$ cat config.mk
export PLATFORM = sky130hd
export DESIGN_NAME = uart_tx_flat
export DESIGN_NICKNAME = d
export VERILOG_FILES = /design/src/rtl/uart_pkg.sv /design/src/rtl/uart_tx_if.sv /design/src/rtl/baud_timer.sv /design/src/rtl/uart_tx.sv /design/src/flat_wrapper.sv
export SDC_FILE = /design/constraint.sdc
export NUM_CORES = 1
export LEC_CHECK = 0
export BUFFER_PORTS_ARGS = -buffer_cell sky130_fd_sc_hd__buf_2
export CORE_MARGIN = 2
export CORE_UTILIZATION = 37
export CTS_BUF_LIST = sky130_fd_sc_hd__clkbuf_16
export DETAILED_ROUTE_END_ITERATION = 12
export SKIP_LAST_GASP = 1
export SYNTH_ARGS = -nofsm -noshare
export SYNTH_HDL_FRONTEND = slang
export SYNTH_SLANG_ARGS = --single-unit
$ cat constraint.sdc
create_clock -name clk -period 3.43 [get_ports clk]
set_input_delay 0.1715 -clock clk [delete_from_list [all_inputs] [get_ports clk]]
set_output_delay 0.1715 -clock clk [all_outputs]
set_load 0.05 [all_outputs]
$ cat src/rtl/uart_pkg.sv
// ============================================================================
// uart_pkg : shared UART types, defaults and parity helper
// Rev 1.0
// ============================================================================
`default_nettype none

package uart_pkg;

  localparam int DEFAULT_BIT_CYCLES = 5209;

  typedef enum logic [2:0] {
    IDLE  = 3'd0,
    START = 3'd1,
    BITS  = 3'd2,
    PAR   = 3'd3,
    STOP  = 3'd4,
    ACK   = 3'd5
  } tx_state_t;

  // Odd parity: the returned bit makes the count of ones in data+parity odd.
  function automatic logic odd_parity(input logic [7:0] d);
    return ~^d;
  endfunction

endpackage

`default_nettype wire

$ cat src/rtl/uart_tx_if.sv
// ============================================================================
// uart_tx_if : Send/Sent handshake, data byte and serial line of the transmitter
// Rev 1.0
// ============================================================================
`default_nettype none

interface uart_tx_if;
  logic       Send;
  logic [7:0] Din;
  logic       Tx;
  logic       Sent;
  logic       Busy;

  modport master (output Send, Din, input Tx, Sent, Busy);
  modport slave  (input Send, Din, output Tx, Sent, Busy);
endinterface

`default_nettype wire

$ cat src/rtl/baud_timer.sv
// ============================================================================
// baud_timer : counts 0..BIT_CYCLES-1, flags the last cycle of each serial bit
// Rev 1.0
// ============================================================================
`default_nettype none

module baud_timer
  import uart_pkg::*;
#(
  parameter int BIT_CYCLES = DEFAULT_BIT_CYCLES
) (
  input  logic clk,
  input  logic Reset,
  input  logic clr,
  output logic done
);

  logic [12:0] count;

  assign done = (count == 13'(BIT_CYCLES - 1));

  always_ff @(posedge clk) begin
    if (Reset || clr || done) begin
      count <= 13'd0;
    end else begin
      count <= count + 13'd1;
    end
  end

endmodule

`default_nettype wire

$ cat src/rtl/uart_tx.sv
// ============================================================================
// uart_tx : UART transmitter, start + 8 data bits LSB first + [odd parity] + stop
// Optional parity bit enabled by macro UART_TX_PARITY_EN (8N1 when undefined).
// Rev 1.0
// ============================================================================
`default_nettype none

module uart_tx
  import uart_pkg::*;
#(
  parameter int BIT_CYCLES = DEFAULT_BIT_CYCLES
) (
  input  logic     clk,
  input  logic     Reset,
  uart_tx_if.slave bus
);

  tx_state_t  state, state_next;
  logic [7:0] shift, shift_next;
  logic [2:0] idx, idx_next;
  logic       tx_q, tx_next;
  logic       sent_q;
  logic       bit_done;
  logic       timer_clr;
`ifdef UART_TX_PARITY_EN
  logic       par_q, par_next;
`endif

  baud_timer #(.BIT_CYCLES(BIT_CYCLES)) u_timer (
    .clk   (clk),
    .Reset (Reset),
    .clr   (timer_clr),
    .done  (bit_done)
  );

  always_comb begin
    state_next = state;
    shift_next = shift;
    idx_next   = idx;
`ifdef UART_TX_PARITY_EN
    par_next   = par_q;
`endif
    case (state)
      IDLE: if (bus.Send) begin
        state_next = START;
        shift_next = bus.Din;
        idx_next   = 3'd0;
`ifdef UART_TX_PARITY_EN
        par_next   = odd_parity(bus.Din);
`endif
      end
      START: if (bit_done) begin
        state_next = BITS;
        idx_next   = 3'd0;
      end
      BITS: if (bit_done) begin
        if (idx == 3'd7) begin
`ifdef UART_TX_PARITY_EN
          state_next = PAR;
`else
          state_next = STOP;
`endif
        end else begin
          shift_next = shift >> 1;
          idx_next   = idx + 3'd1;
        end
      end
`ifdef UART_TX_PARITY_EN
      PAR:  if (bit_done) state_next = STOP;
`endif
      STOP: if (bit_done) state_next = ACK;
      ACK:  if (!bus.Send) state_next = IDLE;
      default: state_next = IDLE;
    endcase

    // Restart the bit timer on every state change so each bit is a full period.
    timer_clr = (state_next != state);

    // Line level is computed from the next state so Tx comes straight off a flop.
    case (state_next)
      START:   tx_next = 1'b0;
      BITS:    tx_next = shift_next[0];
`ifdef UART_TX_PARITY_EN
      PAR:     tx_next = par_q;
`endif
      default: tx_next = 1'b1;
    endcase
  end

  always_ff @(posedge clk) begin
    if (Reset) begin
      state  <= IDLE;
      shift  <= 8'd0;
      idx    <= 3'd0;
      tx_q   <= 1'b1;
      sent_q <= 1'b0;
`ifdef UART_TX_PARITY_EN
      par_q  <= 1'b0;
`endif
    end else begin
      state  <= state_next;
      shift  <= shift_next;
      idx    <= idx_next;
      tx_q   <= tx_next;
      sent_q <= (state_next == ACK);
`ifdef UART_TX_PARITY_EN
      par_q  <= par_next;
`endif
    end
  end

  assign bus.Tx   = tx_q;
  assign bus.Sent = sent_q;
  assign bus.Busy = (state != IDLE);

endmodule

`default_nettype wire

$ cat src/flat_wrapper.sv
// flat-port wrapper written by rule: the top's interface ports become plain ports
module uart_tx_flat import uart_pkg::*;
#(
  parameter int BIT_CYCLES = DEFAULT_BIT_CYCLES
)
  (clk, Reset, bus_Send, bus_Din, bus_Tx, bus_Sent, bus_Busy);
  uart_tx_if bus_i ();
  input  logic clk;
  input  logic Reset;
  input wire logic [$bits(bus_i.Send)-1:0] bus_Send;
  input wire logic [$bits(bus_i.Din)-1:0] bus_Din;
  output wire logic [$bits(bus_i.Tx)-1:0] bus_Tx;
  output wire logic [$bits(bus_i.Sent)-1:0] bus_Sent;
  output wire logic [$bits(bus_i.Busy)-1:0] bus_Busy;
  assign bus_i.Send = bus_Send;
  assign bus_i.Din = bus_Din;
  assign bus_Tx = bus_i.Tx;
  assign bus_Sent = bus_i.Sent;
  assign bus_Busy = bus_i.Busy;
  uart_tx #(.BIT_CYCLES(BIT_CYCLES)) u_core (.clk(clk), .Reset(Reset), .bus(bus_i));
endmodule
==> run summary, run 1 <==
switching part of the total = 21.5%
drt wl/cell = 11.6 um
setup violators final = 0
CTS-repair resized insts = 0
placed cell count = 212
ANT nets after route = 0
worst path required time = 3.58 ns
sequential power share = 39.5%
Sink Count = 29
Post-CTS Hold Buffers = 0
pwr dens = 534 nW/um2
Iter 0 DRT Violations = 67
first-pass GRT wire length = 4.62 mm
Post-Syn Nets = 173
Skew-Pair Late Insertion Delay = 0.27 ns
die width = 66.5 um
total routed wirelength = 2.55 mm
Fmax = 451 MHz
Syn Inst Count = 158
Worst path most repeated cell = ha_1
IO Port Bufs = 13
Initial Util = 38.9%
Cell Rows = 22
H-tree depth = 2
Worst path max stage delay = 0.51 ns
total CTS buffers = 5
synth warn = 0
fin nets = 186
Comb pwr share = 7.3%
clk buf depth = 2
TNS Setup = 0 ns
vias in the first global route = 1079
Crit Path Class = register to register
Final Cycle Share = 64.7%
CTS tree = done
switching pwr = 0.195 mW
antenna violations before repair = 0
Slew headroom = 32.3%
worst hold start = bus_Din[7]
Mean Syn Cell Area = 9.15 um2
Worst Path Max Fanout = 9
Static Leakage = 0.644 nW
CP bufs+invs = 0
Critical Path AT = 2.36 ns
worst setup path start = u_core.idx[0]
fin crit period = 2.22 ns
Cell Int Power = 0.712 mW
crit start category = register
Root Driver = clkbuf_16
post-route cell area = 1700 um2
Die Span Y = 66.5 um
clock-pin slew on the worst setup and hold paths = 0.05 ns
outcome = completed
clock share of power = 53.2%
class of the worst hold path = primary input to register
Die ar. = 4420 um2
Core Region = 3720 um2
ant diodes = 0
largest net degree at the start of global routing = 18
Layout area overhead = 17.6%
Max Cap Viol = 0
placed cell areas = 1530 um2
critical-path cell list = ha_1 > ha_1 > or4b_4 > nor4_4 > nor2_1 > nand2_1 > a21oi_1
post-CTS setup buffer count = 0
CP Capture Type = register
Finished Core Util = 45.7%
Max Slew Vio Count = 0
setup repair after global routing missed its margin = false
final hold violations = 0
GP Congestion = 0.893
via/cell ratio = 5.08
final std cells w/o fill = 220
GRT overflow = 0
drt pass-1 iters = 4
Worst Tran Pin Value = 1.01 ns
Crit path max-delay family = simple AND/OR/NAND/NOR gates
GRT Total Usage = 14.0%
Max VDD drop = 383 uV
share of cells above drive strength 1 = 23.3%
via count = 1118
IO Count = 14
Crit-path slowest cell = or4b_4
Synth Register Bits = 29
clock skew = 0.00576 ns
Synth cell types = 39
RR Startpoint = u_core.idx[0]
Residual DRC = 0
post-synthesis cell area = 1450 um2
Seq/Total Area, Yosys = 40.2%
Detailed Place HPWL = 1.86 mm
Fillers = 375
## cells in the final DEF, fill, tap and decap left out, drive strengths merged, types with 4 or more instances in the layout
| cell | n |
|---|---|
| nand3 | 6 |
| xor2 | 10 |
| a21oi | 11 |
| dfxtp | 29 |
| a22oi | 6 |
| o21ai | 4 |
| or3 | 4 |
| ha | 4 |
| nand2 | 12 |
| and3 | 5 |
| clkbuf | 5 |
| buf | 13 |
| nor2 | 25 |
| inv | 7 |
## metrics by stage
| step | power [mW] | worst slack [ns] | hold slack [ns] |
|---|---|---|---|
| 3_3_place_gp | 0.429 | 1.20 | 0.400 |
| 5_1_grt | 0.947 | 1.03 | 0.148 |
| 2_1_floorplan | 0.417 | 1.47 | 0.312 |
| 4_1_cts | 0.921 | 1.18 | 0.132 |
| 6_report | 0.907 | 1.21 | 0.133 |
| 3_5_place_dp | 0.432 | 1.20 | 0.418 |
## per-layer routing
metal  vias up  global-route usage (%)  share of wire (%)
met3         3                    6.42                5.6
met5         -                       0                  0
met4         0                    6.89                1.4
li1        571                       -                  -
met2        23                    21.1                 45
met1       521                    16.8                 48
## cell type report
| class | instances | area, um2 | area share (%) |
|---|---|---|---|
| multi-input combinational | 115 | 801 | 47.1 |
| sequential | 29 | 581 | 34.2 |
| clock buffer | 5 | 125 | 7.36 |
| timing repair buffer | 13 | 65.1 | 3.83 |
| tap | 48 | 60.1 | 3.53 |
| clock inverter | 3 | 41.3 | 2.43 |
| inverter | 7 | 26.3 | 1.55 |
## flip-flops by register name, indices dropped and copies added (netlist names)
| name | cells |
|---|---|
| u_core.idx | 3 |
| u_core.state | 3 |
| u_core.shift | 8 |
| u_core.u_timer.count | 13 |
| u_core.bus.Tx | 1 |
| u_core.bus.Sent | 1 |
## path summary, 6_finish.rpt
path                          end  slack (ns)  cells after the start
hold reg to reg   u_core.shift[4]        0.45                      2
hold / removal    u_core.shift[7]        0.13                      3
setup reg to reg  u_core.shift[1]        1.21                      7
setup / recovery  u_core.shift[1]        1.21                      7
## worst register-to-register path, cell delays in order, from the launching register on
cell and delay, ns:
dfxtp_1 0.32, ha_1 0.20, ha_1 0.21, or4b_4 0.51
nor4_4 0.43, nor2_1 0.22, nand2_1 0.14, a21oi_1 0.07
## power groups by stage
stage          registers [mW]  logic [mW]  clock network [mW]
4_1_cts                 0.358      0.0673               0.495
3_5_place_dp            0.365      0.0670                   0
3_3_place_gp            0.364      0.0648                   0
2_1_floorplan           0.364      0.0527                   0
5_1_grt                 0.360      0.0747               0.513
6_report                0.358      0.0665               0.482
## cells by family (layout without fill, tap and decap cells)
family                     after synthesis  in the layout  share of synthesized area (%)
and+or+nand+nor                         71             71                           30.8
muxes                                    3              3                           2.08
adders and majority gates                4              4                           3.46
xor gates and xnor gates                12             12                           7.27
DFF                                     29             29                           40.2
buffers and inverters                   14             28                           4.85
AOI/OAI and AO/OA                       25             25                           11.3
## synthesized netlist by cell type
cell,number,area share [%]
xnor2_1,2,1.2
nor2_1,15,3.9
a211oi_2,1,0.87
or4b_4,1,0.95
a22oi_1,6,3.1
o221ai_1,1,0.61
inv_1,7,1.8
or3_4,1,0.78
nand4bb_4,1,1.9
or3_1,3,1.3
clkbuf_1,3,0.78
a41oi_1,1,0.61
nand4bb_2,1,1.1
nor4_1,1,0.43
o21ai_0,2,0.69
nor4_4,1,1.5
nand4bb_1,1,0.78
o32a_1,1,0.69
and2_1,1,0.43
nor4b_1,1,0.61
dfxtp_1,29,40
o21ai_1,1,0.35
and3_1,5,2.2
xor2_1,10,6.1
nor3_2,1,0.69
nor3_1,2,0.69
or3b_2,1,0.61
and4_1,1,0.61
nand2_1,12,3.1
mux2i_1,3,2.1
o21ai_2,1,0.61
nor2_2,10,4.3
buf_6,2,1.6
nand3_1,6,2.1
nor2b_1,3,1.3
nor3b_1,3,1.6
buf_2,2,0.69
a21oi_1,11,3.8
ha_1,4,3.5
Power figures use the tool's default switching activity.
==> run 2, diff against run 1 <==
--- a/config.mk
+++ b/config.mk
@@ -5,6 +5,7 @@
 export SDC_FILE = /design/constraint.sdc
 export NUM_CORES = 1
 export LEC_CHECK = 0
+export ABC_AREA = 1
 export BUFFER_PORTS_ARGS = -buffer_cell sky130_fd_sc_hd__buf_2
 export CORE_MARGIN = 2
 export CORE_UTILIZATION = 37
==> constraint.sdc (replaced) <==
create_clock -name clk -period 1.9 [get_ports clk]
set_input_delay 0.095 -clock clk [delete_from_list [all_inputs] [get_ports clk]]
set_output_delay 0.095 -clock clk [all_outputs]
set_load 0.05 [all_outputs]
==> run 2 against run 1 <==
Routed wire length is 12% higher. Synthesized area up 8.6%. Total power increased by 84%. Final cell count up 25%. Sequential share of layout area fell by 2.8 points. Via count rose by 13%.
==> run summary, run 2 <==
Largest register FFs = 13 (unchanged)
Worst Tran Pin Value = 0.337 ns (was 1.01 ns)
FF-to-FF End = u_core.u_timer.count[2] (was u_core.shift[1])
Synth Flop Type = dfxtp_1 (unchanged)
CP Capture Type = register (unchanged)
worst hold start = bus_Din[7] (unchanged)
Static Leakage = 0.764 nW (was 0.644 nW)
Largest Register = u_core.u_timer.count (unchanged)
GRT Total Usage = 12.8% (was 14.0%)
flop2flop setup slack = 0.22 ns (was 1.21 ns)
drt pass-1 iters = 4 (unchanged)
fin nets = 239 (was 186)
Hold WS = 0.0732 ns (was 0.133 ns)
Fillers = 426 (was 375)
die width = 69.1 um (was 66.5 um)
Final Cycle Share = 88.2% (was 64.7%)
class of the worst hold path = primary input to register (unchanged)
via/cell ratio = 4.58 (was 5.08)
ant diodes = 0 (unchanged)
total CTS buffers = 5 (unchanged)
setup repair after global routing missed its margin = false (unchanged)
Crit-path slowest cell = dfxtp_1 (was or4b_4)
synth warn = 0 (unchanged)
Critical Path AT = 1.83 ns (was 2.36 ns)
fin crit period = 1.68 ns (was 2.22 ns)
Residual DRC = 0 (unchanged)
via count = 1260 (was 1118)
crit start category = register (unchanged)
Max VDD drop = 552 uV (was 383 uV)
IO Count = 14 (unchanged)
final hold violations = 0 (unchanged)
Die Span Y = 69.1 um (was 66.5 um)
pwr dens = 899 nW/um2 (was 534 nW/um2)
Max Slew Vio Count = 0 (unchanged)
GRT overflow = 0 (unchanged)
worst path required time = 2.06 ns (was 3.58 ns)
Commonest cells post-synth = nand2_1, dfxtp_1, inv_1, nor2_1 (was dfxtp_1, nor2_1, nand2_1, a21oi_1)
cell with the most instances after synthesis = nand2_1 (was dfxtp_1)
Comb pwr share = 8.4% (was 7.3%)
Initial Util = 38.9% (about the same)
Slew headroom = 77.5% (was 32.3%)
post-CTS setup buffer count = 0 (unchanged)
Synth cell types = 28 (was 39)
Core Region = 4030 um2 (was 3720 um2)
Sink Count = 29 (unchanged)
Hold EP = u_core.shift[7] (unchanged)
sequential power share = 38.4% (was 39.5%)
vias in the first global route = 1141 (was 1079)
largest net degree at the start of global routing = 14 (was 18)
Die ar. = 4780 um2 (was 4420 um2)
placed cell areas = 1680 um2 (was 1530 um2)
clock skew = 0.00688 ns (was 0.00576 ns)
CTS tree = done (unchanged)
Mean Syn Cell Area = 7.62 um2 (was 9.15 um2)
Cell Rows = 23 (was 22)
GP Congestion = 0.779 (was 0.893)
storage element area = 581 um2 (unchanged)
Multi-input gate area = 850 um2 (was 801 um2)
most frequent cells in the layout = nand2_1, dfxtp_1, inv_1, nor2_1, buf_2 (was dfxtp_1, nor2_1, buf_2, nand2_1, a21oi_1)
Detailed Place HPWL = 2.04 mm (was 1.86 mm)
Yosys top cell by area = dfxtp_1 (unchanged)
Worst path max stage delay = 0.33 ns (was 0.51 ns)
Crit path max-delay family = simple AND/OR/NAND/NOR gates (unchanged)
Post-Syn Nets = 221 (was 173)
switching pwr = 0.382 mW (was 0.195 mW)
switching part of the total = 22.9% (was 21.5%)
TNS Setup = 0 ns (unchanged)
total routed wirelength = 2.86 mm (was 2.55 mm)
Seq/Total Area, Yosys = 37.0% (was 40.2%)
Synth Register Bits = 29 (unchanged)
largest cells by area after synthesis = dfxtp_1, nand2_1, nor3_2 (was dfxtp_1, xor2_1, nor2_2)
Layout area overhead = 18.0% (was 17.6%)
Iter 0 DRT Violations = 35 (was 67)
outcome = completed (unchanged)
Skew-Pair Late Insertion Delay = 0.27 ns (about the same)
drt wl/cell = 10.4 um (was 11.6 um)
Max Cap Viol = 0 (unchanged)
post-route cell area = 1850 um2 (was 1700 um2)
CP bufs+invs = 3 (was 0)
antenna violations before repair = 0 (unchanged)
clock share of power = 53.2% (about the same)
share of the synthesized area in the top cell type = 37.0% (was 40.2%)
Root Driver = clkbuf_16 (unchanged)
clk buf depth = 2 (unchanged)
Largest regs = u_core.u_timer.count: 13 flops, u_core.shift: 8 flops (unchanged)
Fmax = 597 MHz (was 451 MHz)
Worst Path Max Fanout = 13 (was 9)
Async SR Flop Fraction = 0% (unchanged)
ANT nets after route = 0 (unchanged)
total power = 1.66 mW (was 0.907 mW)
IO Port Bufs = 13 (unchanged)
Syn Inst Count = 206 (was 158)
setup violators final = 0 (unchanged)
critical-path cell list = inv_1 > ha_1 > nand2_1 > inv_1 > nand2_1 > nor2_4 > nand2_4 > nand2_2 > nand4_1 > nand3_2 > buf_4 > nor3_1 (was ha_1 > ha_1 > or4b_4 > nor4_4 > nor2_1 > nand2_1 > a21oi_1)
most common cell after layout, fill and taps aside = nand2_1 (was dfxtp_1)
first-pass GRT wire length = 4.93 mm (was 4.62 mm)
clock-pin slew on the worst setup and hold paths = 0.05 ns (about the same)
RR Startpoint = u_core.u_timer.count[0] (was u_core.idx[0])
Finished Core Util = 46.0% (was 45.7%)
Crit Path Class = register to register (unchanged)
Cell Int Power = 1.28 mW (was 0.712 mW)
Post-CTS Hold Buffers = 0 (unchanged)
Hold Path Depth = 3 (unchanged)
H-tree depth = 2 (unchanged)
Post-synth EDFFs = 0 (unchanged)
CTS-repair resized insts = 0 (unchanged)
share of cells above drive strength 1 = 25.8% (was 23.3%)
R2R depth = 12 (was 7)
post-synthesis cell area = 1570 um2 (was 1450 um2)
==> run 2: power by group through the flow <==
stage	clock network, mW	logic, mW	registers [mW]
2_1_floorplan	0	0.106	0.656
3_3_place_gp	0	0.140	0.652
3_5_place_dp	0	0.139	0.652
4_1_cts	0.906	0.140	0.640
5_1_grt	0.930	0.157	0.641
6_report	0.886	0.139	0.639
==> run 2: how the worst max path moves through the flow <==
stage                         endpoint  depth (start not counted)  slack [ns]               startpoint
6_report       u_core.u_timer.count[2]                         12        0.22  u_core.u_timer.count[0]
5_1_grt        u_core.u_timer.count[0]                         12       0.009  u_core.u_timer.count[0]
4_1_cts        u_core.u_timer.count[0]                         12        0.16  u_core.u_timer.count[0]
3_5_place_dp   u_core.u_timer.count[2]                         12        0.18  u_core.u_timer.count[0]
3_3_place_gp   u_core.u_timer.count[1]                         12        0.22  u_core.u_timer.count[0]
2_1_floorplan            u_core.idx[0]                          7        0.33          u_core.state[1]
==> run 2: layer usage <==
layer,track usage [%],part of all wire [%],vias up
li1,-,-,693
met1,16.2,51,546
met2,19.6,43,15
met3,4.82,3.8,6
met4,5.23,1.7,0
met5,0,0,-
==> run 2: cell families after synthesis <==
group	after synthesis	share of synthesized area (%)
simple gates	109	37.6
buf+inv	35	9.33
flops	29	37.0
compound gates	19	7.34
xor+xnor	10	5.58
fa+ha+maj	4	3.19
==> run 2: per-stage QoR <==
stage / cells / setup slack (ns)
after floorplan: 206 / 0.334
after global placement: 267 / 0.222
after detailed placement: 267 / 0.180
after CTS: 275 / 0.155
after global routing: 275 / 0.00864
final: 275 / 0.225
==> run 2: worst register-to-register path, stage by stage, from the launching register on <==
cell	delay [ns]
dfxtp_1	0.33
inv_1	0.06
ha_1	0.13
nand2_1	0.05
inv_1	0.05
nand2_1	0.08
nor2_4	0.13
nand2_4	0.10
nand2_2	0.15
nand4_1	0.11
nand3_2	0.08
buf_4	0.23
nor3_1	0.07
==> run 2: layout make-up <==
| cell class | instances | share of cell area [%] |
|---|---|---|
| inverter | 32 | 6.49 |
| timing repair buffer | 14 | 3.92 |
| multi-input combinational | 142 | 45.9 |
| sequential | 29 | 31.4 |
| tap | 50 | 3.38 |
| clock inverter | 3 | 2.23 |
| clock buffer | 5 | 6.76 |
==> run 3, diff against run 2 <==
--- a/config.mk
+++ b/config.mk
@@ -8,9 +8,9 @@
 export ABC_AREA = 1
 export BUFFER_PORTS_ARGS = -buffer_cell sky130_fd_sc_hd__buf_2
 export CORE_MARGIN = 2
-export CORE_UTILIZATION = 37
-export CTS_BUF_LIST = sky130_fd_sc_hd__clkbuf_16
+export CORE_UTILIZATION = 45
 export DETAILED_ROUTE_END_ITERATION = 12
+export PLACE_DENSITY = 0.65
 export SKIP_LAST_GASP = 1
 export SYNTH_ARGS = -nofsm -noshare
 export SYNTH_HDL_FRONTEND = slang
==> run 3 against run 2 <==
First-iteration DRC count up 54%. Global-route usage up 4.1 points. Sequential power about the same. Largest cell class unchanged. Maximum frequency down 0.46%. Non-clock buffer count unchanged. Routed wire length up 0.88%. Clock power down 60%. Die area down 17%. Final cell count down 1.5%.
==> run summary, run 3 (synthesis gave the netlist of run 2 again) <==
outcome = completed (unchanged)
fin nets = 239 (unchanged)
Residual DRC = 0 (unchanged)
Largest register FFs = 13 (unchanged)
most frequent cells in the layout = nand2_1, dfxtp_1, inv_1, nor2_1, buf_2 (unchanged)
CTS-repair resized insts = 0 (unchanged)
Die Span Y = 63.1 um (was 69.1 um)
largest net degree at the start of global routing = 14 (unchanged)
GRT Total Usage = 16.9% (was 12.8%)
Cell Rows = 21 (was 23)
Detailed Place HPWL = 2.13 mm (was 2.04 mm)
Worst Tran Pin Value = 0.366 ns (was 0.337 ns)
Iter 0 DRT Violations = 54 (was 35)
total CTS buffers = 5 (unchanged)
setup violators final = 0 (unchanged)
fin crit period = 1.68 ns (about the same)
Core Region = 3340 um2 (was 4030 um2)
via count = 1305 (was 1260)
Max VDD drop = 457 uV (was 552 uV)
setup repair after global routing missed its margin = false (unchanged)
R2R depth = 12 (unchanged)
IO Count = 14 (unchanged)
Largest regs = u_core.u_timer.count: 13 flops, u_core.shift: 8 flops (unchanged)
first-pass GRT wire length = 5.24 mm (was 4.93 mm)
CP Capture Type = register (unchanged)
Fmax = 594 MHz (was 597 MHz)
Static Leakage = 0.719 nW (was 0.764 nW)
cell count along the critical path = 12 (unchanged)
Crit path max-delay family = simple AND/OR/NAND/NOR gates (unchanged)
vias in the first global route = 1282 (was 1141)
IO Port Bufs = 13 (unchanged)
Critical Path AT = 1.94 ns (was 1.83 ns)
Worst Path Max Fanout = 13 (unchanged)
critical-path cell list = inv_1 > ha_1 > nand2_1 > inv_1 > nand2_1 > nor2_4 > nand2_4 > nor2_1 > nor2_1 > nand3_2 > buf_4 > nor3_1 (was inv_1 > ha_1 > nand2_1 > inv_1 > nand2_1 > nor2_4 > nand2_4 > nand2_2 > nand4_1 > nand3_2 > buf_4 > nor3_1)
Initial Util = 47.0% (was 38.9%)
ANT nets after route = 0 (unchanged)
Sink Count = 29 (unchanged)
Crit-path slowest cell = dfxtp_1 (unchanged)
post-route cell area = 1730 um2 (was 1850 um2)
TNS Setup = 0 ns (unchanged)
Max Slew Vio Count = 0 (unchanged)
clk buf depth = 2 (unchanged)
placed cell areas = 1670 um2 (was 1680 um2)
die width = 63.1 um (was 69.1 um)
pwr dens = 656 nW/um2 (was 899 nW/um2)
Post-CTS Hold Buffers = 0 (unchanged)
drt wl/cell = 10.6 um (was 10.4 um)
Die ar. = 3980 um2 (was 4780 um2)
H-tree depth = 2 (unchanged)
Hold Path Depth = 3 (unchanged)
clock-pin slew on the worst setup and hold paths = 0.09 ns (was 0.05 ns)
Skew-Pair Late Insertion Delay = 0.33 ns (was 0.27 ns)
Hold WS = 0.0254 ns (was 0.0732 ns)
Crit Path Class = register to register (unchanged)
via/cell ratio = 4.82 (was 4.58)
Layout area overhead = 10.2% (was 18.0%)
total power = 1.13 mW (was 1.66 mW)
antenna violations before repair = 0 (unchanged)
Worst path max stage delay = 0.39 ns (was 0.33 ns)
placed cell count = 263 (was 267)
Root Driver = clkbuf_4 (was clkbuf_16)
final hold violations = 0 (unchanged)
share of cells above drive strength 1 = 25.3% (was 25.8%)
post-CTS setup buffer count = 0 (unchanged)
GRT overflow = 0 (unchanged)
Max Cap Viol = 0 (unchanged)
most common cell after layout, fill and taps aside = nand2_1 (unchanged)
class of the worst hold path = primary input to register (unchanged)
crit start category = register (unchanged)
CP bufs+invs = 3 (unchanged)
ant diodes = 0 (unchanged)
Slew headroom = 75.6% (was 77.5%)
Largest Register = u_core.u_timer.count (unchanged)
total routed wirelength = 2.88 mm (was 2.86 mm)
Final Cycle Share = 88.6% (was 88.2%)
clock skew = 0.00456 ns (was 0.00688 ns)
final std cells w/o fill = 271 (was 275)
worst path required time = 2.16 ns (was 2.06 ns)
CTS tree = done (unchanged)
drt pass-1 iters = 4 (unchanged)
GP Congestion = 0.798 (was 0.779)
run 3: final timing paths:
path | slack (ns) | to | start
max | 0.22 | u_core.u_timer.count[0] | u_core.u_timer.count[0]
min | 0.03 | u_core.shift[1] | bus_Din[1]
max reg2reg | 0.22 | u_core.u_timer.count[0] | u_core.u_timer.count[0]
min reg2reg | 0.47 | u_core.idx[1] | u_core.idx[1]
run 3: area by class of cell:
type	count	area, um2
Clock buffer	6	41.3
Clock inverter	2	10.0
Tap cell	46	57.6
Inverter	32	120
Multi-Input combinational cell	142	847
Timing Repair Buffer	14	72.6
Fill cell	333	1610
Sequential cell	29	581
run 3: worst reg2reg max path: cells and delay by family (launching register included):
family / cells / cell delay [ns]
buf+inv: 3 / 0.29
simple gates: 8 / 0.74
flops: 1 / 0.39
fa+ha+maj: 1 / 0.18
run 3: stage by stage:
stage | setup WS (ns) | utilization (%)
floorplan | 0.334 | -
global placement | 0.233 | 50.1
detailed placement | 0.148 | 50.1
CTS | 0.126 | 51.7
global route | 0.0337 | 51.8
finish | 0.217 | 51.8
run 3: per-layer routing:
| metal | share of wire (%) | vias to the layer above | wire (um) | global-route usage [%] |
|---|---|---|---|---|
| met4 | 3.0 | 0 | 87 | 10.8 |
| met1 | 46 | 578 | 1320 | 19.1 |
| met5 | 0 | - | 0 | 0 |
| met3 | 3.4 | 8 | 97 | 3.75 |
| li1 | - | 694 | - | - |
| met2 | 48 | 25 | 1380 | 28.5 |
run 3: power breakdown:
part | switching, mW | total, mW | internal, mW
Combinational | 0.0956 | 0.140 | 0.0439
Clock | 0.216 | 0.356 | 0.141
Sequential | 0.0125 | 0.638 | 0.626
Total | 0.324 | 1.13 | 0.810
